**src/rtl/barrel_rotl_seq_amisha_if.sv**
```systemverilog
// Request/result bundle for the sequential rotate-left unit.
// start_amisha is accepted only while busy_amisha=0. done_amisha is a one-cycle pulse aligned with the new y_amisha.
interface barrel_rotl_seq_amisha_if #(
  parameter int WIDTH = 8,
  parameter int AMT_W = 3
);
  logic             start_amisha;
  logic [WIDTH-1:0] a_amisha;
  logic [AMT_W-1:0] amt_amisha;
  logic [WIDTH-1:0] y_amisha;
  logic             busy_amisha;
  logic             done_amisha;

  modport master (
    output start_amisha, a_amisha, amt_amisha,
    input  y_amisha, busy_amisha, done_amisha
  );

  modport slave (
    input  start_amisha, a_amisha, amt_amisha,
    output y_amisha, busy_amisha, done_amisha
  );
endinterface

```
**src/rtl/barrel_rotl_seq_amisha.sv**
```systemverilog
// Sequential rotate-left: captures operand/amount on start, rotates one bit per clock,
// then presents the result with a one-cycle done pulse (latency amt+1).
module barrel_rotl_seq_amisha #(
  parameter int WIDTH = 8,
  parameter int AMT_W = 3
) (
  input  logic                     clk_amisha,
  input  logic                     reset_amisha,
  barrel_rotl_seq_amisha_if.slave  bus,
  output logic [1:0]               o_dbg_state
);

  typedef enum logic [1:0] {
    S_IDLE  = 2'd0,
    S_SHIFT = 2'd1,
    S_DONE  = 2'd2
  } state_t;

  state_t           r_state;
  state_t           w_next;
  logic [WIDTH-1:0] r_work;
  logic [AMT_W-1:0] r_cnt;
  logic [WIDTH-1:0] r_y;
  logic [WIDTH-1:0] w_rot;
  logic             w_busy;
  logic             w_done;
  logic             w_amt_zero;
  logic             w_last;

  assign w_rot      = {r_work[WIDTH-2:0], r_work[WIDTH-1]};
  assign w_amt_zero = (bus.amt_amisha == '0);
  assign w_last     = (r_cnt == AMT_W'(1));

  always_ff @(posedge clk_amisha) begin
    if (reset_amisha) r_state <= S_IDLE;
    else              r_state <= w_next;
  end

  always_comb begin
    w_next = r_state;
    case (r_state)
      S_IDLE:  if (bus.start_amisha) w_next = w_amt_zero ? S_DONE : S_SHIFT;
      S_SHIFT: if (w_last) w_next = S_DONE;
      S_DONE:  w_next = S_IDLE;
      default: w_next = S_IDLE;
    endcase
  end

  always_comb begin
    w_busy = 1'b0;
    w_done = 1'b0;
    case (r_state)
      S_SHIFT: w_busy = 1'b1;
      S_DONE: begin
        w_busy = 1'b1;
        w_done = 1'b1;
      end
      default: ;
    endcase
  end

  // y is written only on the edge that enters DONE, so it stays stable while shifting.
  always_ff @(posedge clk_amisha) begin
    if (reset_amisha) begin
      r_work <= '0;
      r_cnt  <= '0;
      r_y    <= '0;
    end else begin
      case (r_state)
        S_IDLE: begin
          if (bus.start_amisha) begin
            r_work <= bus.a_amisha;
            r_cnt  <= bus.amt_amisha;
            if (w_amt_zero) r_y <= bus.a_amisha;
          end
        end
        S_SHIFT: begin
          r_work <= w_rot;
          r_cnt  <= r_cnt - AMT_W'(1);
          if (w_last) r_y <= w_rot;
        end
        default: ;
      endcase
    end
  end

  assign bus.y_amisha    = r_y;
  assign bus.busy_amisha = w_busy;
  assign bus.done_amisha = w_done;
  assign o_dbg_state     = r_state;

endmodule

```
**src/flat_wrapper.sv**
```systemverilog
// flat-port wrapper written by rule: the top's interface ports become plain ports
module barrel_rotl_seq_amisha_flat 
#(
  parameter int WIDTH = 8,
  parameter int AMT_W = 3
)
  (clk_amisha, reset_amisha, o_dbg_state, bus_start_amisha, bus_a_amisha, bus_amt_amisha, bus_y_amisha, bus_busy_amisha, bus_done_amisha);
  barrel_rotl_seq_amisha_if #(.WIDTH(WIDTH), .AMT_W(AMT_W)) bus_i ();
  input  logic clk_amisha;
  input  logic reset_amisha;
  output logic [1:0] o_dbg_state;
  input wire logic [$bits(bus_i.start_amisha)-1:0] bus_start_amisha;
  input wire logic [$bits(bus_i.a_amisha)-1:0] bus_a_amisha;
  input wire logic [$bits(bus_i.amt_amisha)-1:0] bus_amt_amisha;
  output wire logic [$bits(bus_i.y_amisha)-1:0] bus_y_amisha;
  output wire logic [$bits(bus_i.busy_amisha)-1:0] bus_busy_amisha;
  output wire logic [$bits(bus_i.done_amisha)-1:0] bus_done_amisha;
  assign bus_i.start_amisha = bus_start_amisha;
  assign bus_i.a_amisha = bus_a_amisha;
  assign bus_i.amt_amisha = bus_amt_amisha;
  assign bus_y_amisha = bus_i.y_amisha;
  assign bus_busy_amisha = bus_i.busy_amisha;
  assign bus_done_amisha = bus_i.done_amisha;
  barrel_rotl_seq_amisha #(.WIDTH(WIDTH), .AMT_W(AMT_W)) u_core (.clk_amisha(clk_amisha), .reset_amisha(reset_amisha), .bus(bus_i), .o_dbg_state(o_dbg_state));
endmodule
```
**config.mk**
```make
export PLATFORM = sky130hd
export DESIGN_NAME = barrel_rotl_seq_amisha_flat
export DESIGN_NICKNAME = d
export VERILOG_FILES = /design/src/rtl/barrel_rotl_seq_amisha_if.sv /design/src/rtl/barrel_rotl_seq_amisha.sv /design/src/flat_wrapper.sv
export SDC_FILE = /design/constraint.sdc
export NUM_CORES = 1
export LEC_CHECK = 0
export CELL_PAD_IN_SITES_DETAIL_PLACEMENT = 0
export CELL_PAD_IN_SITES_GLOBAL_PLACEMENT = 1
export CORE_ASPECT_RATIO = 0.5
export CORE_UTILIZATION = 35
export CTS_CLUSTER_SIZE = 14
export DETAILED_ROUTE_END_ITERATION = 6
export PLACE_DENSITY_LB_ADDON = 0.1
export RECOVER_POWER = 50
export SLEW_MARGIN = 30
export SYNTH_ARGS = -nofsm -noshare
export SYNTH_HDL_FRONTEND = slang
export SYNTH_SLANG_ARGS = --single-unit
```
**constraint.sdc**
```tcl
create_clock -name clk_amisha -period 2.1 [get_ports clk_amisha]
set_input_delay 0.63 -clock clk_amisha [delete_from_list [all_inputs] [get_ports clk_amisha]]
set_output_delay 0.63 -clock clk_amisha [all_outputs]
set_load 0.01 [all_outputs]
```
==> results of run 1 <==
cells by family (layout without fill, tap and decap cells):
group | after synthesis | count (layout)
AO/OA/AOI/OAI | 31 | 31
AND/OR/NAND/NOR | 24 | 24
flip-flops | 21 | 21
buffers and inverters | 12 | 43
multiplexers | 10 | 10
adder cells (fa/ha/maj) | 7 | 7
final cells by class:
type | instances | area, µm² | share of cell area [%]
multi-input cells | 72 | 530.5 | 38.27
clock inverters | 1 | 5.005 | 0.3610
clock buffers | 3 | 41.29 | 2.978
well taps | 37 | 46.29 | 3.339
inverters | 6 | 22.52 | 1.625
repair buffers | 33 | 319.1 | 23.01
flip-flops and latches | 21 | 421.7 | 30.42
metal layers:
metal	track usage, %	vias up
met5	0	-
met4	2.830	0
met3	5.227	3
met2	25.88	18
met1	19.67	371
li1	-	437
worst max-delay path by stage:
stage	endpoint	slack [ns]	cells past startpoint	from
after floorplan	u_core.bus.y_amisha[0]	0.38	7	u_core.o_dbg_state[0]
after global placement	u_core.bus.y_amisha[7]	-0.04	6	bus_amt_amisha[1]
after detailed placement	u_core.bus.y_amisha[6]	-0.04	6	bus_amt_amisha[1]
after CTS	bus_done_amisha	0.10	3	u_core.o_dbg_state[0]
after global routing	bus_done_amisha	0.05	3	u_core.o_dbg_state[0]
final	bus_done_amisha	0.12	3	u_core.o_dbg_state[0]
sequential cells by signal, summed over array words and instances, names as in the netlist:
name	flops
u_core.bus.y_amisha	8
u_core.o_dbg_state	2
u_core.r_cnt	3
u_core.r_work	8
placed cells by master (no fill, tap or decap), drive strengths merged, types with 3 or more instances in the layout:
cell type,n
clkdlybuf4s50,21
inv,6
a211oi,18
a22oi,3
ha,7
dfxtp,21
nor2,21
mux2i,9
a21oi,3
dlygate4sd3,3
clkbuf,4
buf,7
worst max-delay path: stages (launching register included):
cell and delay, ns:
sky130_fd_sc_hd__dfxtp_1 0.32, sky130_fd_sc_hd__inv_1 0.10, sky130_fd_sc_hd__ha_1 0.15, sky130_fd_sc_hd__clkdlybuf4s50_1 0.52
power by group:
group          leakage (nW)  switching (mW)  internal [mW]  total, mW
clock network        0.0255           0.129          0.132      0.261
registers             0.173          0.0403          0.480      0.520
logic                 0.335           0.280          0.269      0.549
timing repair:
item / CTS / global route
gates resized for setup: 2 / 0
hold buffers: 0 / 0
endpoints found under the setup margin: 1 / 0
==> results.toml, run 1 <==
[outcome]
status = "finished, final reports clean"

[global_routing]
global_route.usage.total_pct = 15.30
grt_start_max_net_pins = 22
grt_remaining_overflow = 0
first_pass_grt_wire_length_um = 3560
antenna_found_initial = 0
grt_pass1_vias = 787

[place]
io_buffers = 25
placed_cells_incl_taps = 169
placement.cell_area_um2 = 1355
dpl_worst_slack_ns = -0.03929
place.gp.congestion = 0.7699
dp_hpwl_um = 1498

[layout]
insertedDiodeCount = 0
post_route_cells_drive_above_1_share_pct = 11.76
fillerInstances = 273
design.final.nets = 158
fin_cells = 173
syn_to_final_growth_pct = 37.64
final_design_area_no_fill_um2 = 1386
finish.utilization_pct = 51.97

[sta]
totalNegativeSetupSlack_ns = 0
timing.final.crit_share_pct = 94.23
final.setup_skew_ns = 0.004621
fin_ws_ns = 0.1212
finalWorstPathRequiredPeriod_ns = 1.979
report.final.slew_viol_count = 0
finalHoldViolations = 0
final_setup_violation_count = 0
rsz0062_at_grt = "no"
hold_slack_ns = 0.4972
max_freq_mhz = 505.4
worst_slew_margin_rel_pct = 75.00
timing_worst_slew_pin_value_ns = 0.3750

[logic_synthesis]
synthesis.area_per_instance_um2 = 9.593
mappedNetlistArea_um2 = 1007
synth_xor_xnor_area_share_pct = 0
synth_mux_area_share_pct = 10.06
synth_top_cell_by_area = "sky130_fd_sc_hd__dfxtp_1"
postSynthNetCount = 126
combinational_family_with_the_most_area_after_synthesis = "compound AO/OA/AOI/OAI gates"
asyncSetResetFlopFracSynth_pct = 0
synth_edf_count = 0
synthesis.instances = 105
synthesis_warnings = 0
yosys_register_bits = 21
synth.top_cell.area_share_pct = 41.74
netlist_top_cells_area = "sky130_fd_sc_hd__dfxtp_1 (42%), sky130_fd_sc_hd__a211oi_1 (11%), sky130_fd_sc_hd__mux2i_1 (8.9%)"
synth_cell_types = 23
synth-adder-area-share_pct = 8.696
synth_top_cells_by_count = "sky130_fd_sc_hd__dfxtp_1 (21), sky130_fd_sc_hd__nor2_1 (21), sky130_fd_sc_hd__a211oi_1 (15), sky130_fd_sc_hd__mux2i_1 (9), sky130_fd_sc_hd__ha_1 (7)"
complex_gate_fraction_of_the_synthesized_area_pct = 24.60
yosys.area_share.simple_pct = 9.317
synth-seq-area-share_pct = 41.74
ys.flop_type = "sky130_fd_sc_hd__dfxtp_1"

[floorplanning]
effective_utilization_at_floorplan_pct = 37.76
floorplan.die.height_um = 39.94
io_pins = 26
floorplan.core_area_um2 = 2668
fp.dieArea_um2 = 3110
die_width_um = 77.87
fp-row-count = 13

[route]
route.final.wire_length_um = 2055
met3_wirelength_um = 97
routedLengthMet1_um = 1087
postRouteAntennaNets = 0
vias = 829
met2RoutedLength_um = 857
wl_per_cell_um = 11.88
detail_route.first_pass.iterations = 2
highest_layer = "met4"
routed_via_density = 4.792
dr.first_iter.drc_count = 16
post-route-drc-count = 0

[clock_tree]
post_cts_buffers = 0
clk_pin_slew_ns = 0.08
clock_path_buffers = 2
clock-sinks = 21
cts_inserted_buffers = 3
ctsRootBufferMaster = "sky130_fd_sc_hd__clkbuf_8"
clock_tree_from_tritoncts = "built"
cts-htree-levels = 1
clkLatencyLatePin_ns = 0.26

[critical_path]
crit_path_start_kind = "flop"
rr_startpoint = "u_core.o_dbg_state[1]"
reg2reg_depth = 5
timing.setup.critical_path_class = "reg2out"
crit_required_ns = 1.47
r2r_slack_ns = 0.28
arrival_ns = 1.35
reg_to_reg_end = "u_core.r_cnt[0]"
critical_path_peak_fanout = 3
timing.critical_path.to_type = "output pin"

[power]
irDropWorstVdd_mv = 0.6572
power.density_nw_per_um2 = 959.9
power.static_leakage_nw = 0.5341
fin_total_pwr_mw = 1.331

[worst_hold_path]
worst_hold_endpoint = "u_core.bus.y_amisha[5]"
hold_depth = 2
timing.hold.worst.class = "reg2reg"
hold_path_startpoint = "u_core.bus.y_amisha[5]"

[run]
max_cap_violations = 0
(Power assumes the default switching activity.)
==> inputs of run 2 (changes only) <==
GPL_TIMING_DRIVEN = 0   (was not set)
SLEW_MARGIN = not set   (was 30)
==> run 2 against run 1 <==
Compared with the run above: utilization fell by 0.84 points; via count fell by 1.6%; cell count did not move; sequential cell count did not move; sequential share of layout area rose by 0.50 points; critical path depth rose by 3; maximum frequency fell by 1.6%; register-to-register slack got worse by 0.11 ns; non-clock buffer count did not move; sequential power rose by 0.8%; largest power group unchanged.
==> results.toml, run 2 (synthesis results as in run 1) <==
[route]
vias = 816
wl_per_cell_um = 12.35
detail_route.first_pass.iterations = 4
post-route-drc-count = 0
route.final.wire_length_um = 2137
dr.first_iter.drc_count = 25
routed_via_density = 4.717
postRouteAntennaNets = 0

[layout]
post_route_cells_drive_above_1_share_pct = 9.559
final_cell_mix = "sky130_fd_sc_hd__nor2_1 (21), sky130_fd_sc_hd__dfxtp_1 (20), sky130_fd_sc_hd__a211oi_1 (15)"
design.final.nets = 158
fin_cells = 173
multiInputGateArea_um2 = 530.5
flip_flop_and_latch_area_um2 = 421.7
syn_to_final_growth_pct = 35.40
mostFrequentLayoutCell = "sky130_fd_sc_hd__nor2_1"
fillerInstances = 276
insertedDiodeCount = 0
finish.utilization_pct = 51.13

[floorplanning]
fp.dieArea_um2 = 3110
floorplan.core_area_um2 = 2668
fp-row-count = 13
floorplan.die.height_um = 39.94
io_pins = 26
die_width_um = 77.87
effective_utilization_at_floorplan_pct = 37.76

[critical_path]
crit_path_start_kind = "input pin"
critPathLaunch = "bus_amt_amisha[0]"
critical_path_peak_fanout = 4
rr_startpoint = "u_core.o_dbg_state[1]"
arrival_ns = 2.18
timing.setup.critical_path_class = "in2reg"
crit_required_ns = 2.27
timing.critical_path.to_type = "flop"
r2r_slack_ns = 0.17

[clock_tree]
clock-sinks = 21
cts_inserted_buffers = 3
cts-htree-levels = 1
clkLatencyLatePin_ns = 0.26
clk_pin_slew_ns = 0.07
ctsHoldBuffers = 0
ctsRootBufferMaster = "sky130_fd_sc_hd__clkbuf_8"
clock_tree_from_tritoncts = "built"
clock_path_buffers = 2

[place]
io_buffers = 25
dp_hpwl_um = 1547
place.gp.congestion = 0.6954
placed_cells_incl_taps = 167

[global_routing]
antenna_found_initial = 0
first_pass_grt_wire_length_um = 3484
grt_start_max_net_pins = 12
grt_pass1_vias = 732
grt_remaining_overflow = 0
global_route.usage.total_pct = 15.32

[worst_hold_path]
timing.hold.worst.class = "reg2reg"
hold_path_startpoint = "u_core.bus.y_amisha[2]"

[sta]
finalHoldViolations = 0
report.final.slew_viol_count = 0
final.setup_skew_ns = 0.0009605
max_freq_mhz = 497.4
rsz0062_at_grt = "no"
finalWorstPathRequiredPeriod_ns = 2.010
timing_worst_slew_pin_value_ns = 0.5658
worst_slew_margin_rel_pct = 62.28
final_setup_violation_count = 0
timing.final.crit_share_pct = 95.74

[run]
max_cap_violations = 0

[power]
power.density_nw_per_um2 = 964.0
power.static_leakage_nw = 0.5419
irDropWorstVdd_mv = 0.4900

[outcome]
status = "finished, final reports clean"
run 2: changes by cell type in the layout (fill, tap and decap cells not counted), sizes merged:
cell / before / now
clkdlybuf4s50: 21 / 13
clkbuf: 4 / 8
buf: 7 / 4
clkinv: 1 / 0
dlygate4sd3: 3 / 11
run 2: final cells by class:
type / instances / share of cell area (%)
Multi-Input combinational cell: 72 / 38.90
Sequential cell: 21 / 30.92
Timing Repair Buffer: 27 / 19.36
Tap cell: 37 / 3.394
Clock buffer: 4 / 3.303
Buffer: 6 / 2.477
Inverter: 6 / 1.651
run 2: what timing repair did:
| action | in CTS | in global routing |
|---|---|---|
| resized for setup | 3 | 0 |
| setup buffers | 2 | 0 |
| gates cloned | 0 | 0 |
| pin swaps | 1 | 1 |
| endpoints found under the setup margin | 3 | 5 |
run 2: path summary, 6_finish.rpt:
| path | to | depth (start not counted) |
|---|---|---|
| worst min register to register | u_core.bus.y_amisha[2] | 2 |
| worst min-delay path | u_core.bus.y_amisha[2] | 2 |
| worst max register to register | u_core.r_cnt[2] | 7 |
| worst max-delay path | u_core.bus.y_amisha[7] | 6 |
run 2: metrics by stage:
stage / hold slack (ns) / cell area [µm²] / worst slack, ns / TNS [ns] / total power, mW
after floorplan: 0.4778 / 1007 / 0.3768 / 0 / 0.8847
after global placement: 0.4857 / 1304 / -0.2889 / -1.789 / 1.075
after detailed placement: 0.4945 / 1304 / -0.3054 / -1.821 / 1.077
after CTS: 0.5037 / 1365 / 0.03801 / 0 / 1.349
after global routing: 0.5222 / 1364 / 0.03270 / 0 / 1.413
final: 0.4970 / 1364 / 0.08953 / 0 / 1.315
run 2: layer usage:
metal | routed length [µm] | track usage (%) | part of all wire, % | vias to the layer above
li1 | - | - | - | 435
met1 | 1178 | 20.30 | 55 | 364
met2 | 852 | 24.78 | 40 | 17
met3 | 106 | 4.773 | 5.0 | 0
met4 | 0 | 4.245 | 0 | 0
met5 | 0 | 0 | 0 | -
run 2: report_power, final:
group | internal (mW) | switching [mW] | total (mW) | leakage, nW
registers | 0.481 | 0.0435 | 0.524 | 0.173
clock network | 0.135 | 0.125 | 0.260 | 0.0228
logic | 0.252 | 0.279 | 0.531 | 0.346
total | 0.867 | 0.447 | 1.31 | 0.542
run 2: critical path, cell delays in order:
cell and delay, ns:
sky130_fd_sc_hd__clkdlybuf4s50_1 0.47, sky130_fd_sc_hd__o31a_1 0.35, sky130_fd_sc_hd__a211oi_4 0.29, sky130_fd_sc_hd__buf_4 0.20, sky130_fd_sc_hd__nor2_1 0.04, sky130_fd_sc_hd__a211oi_1 0.20
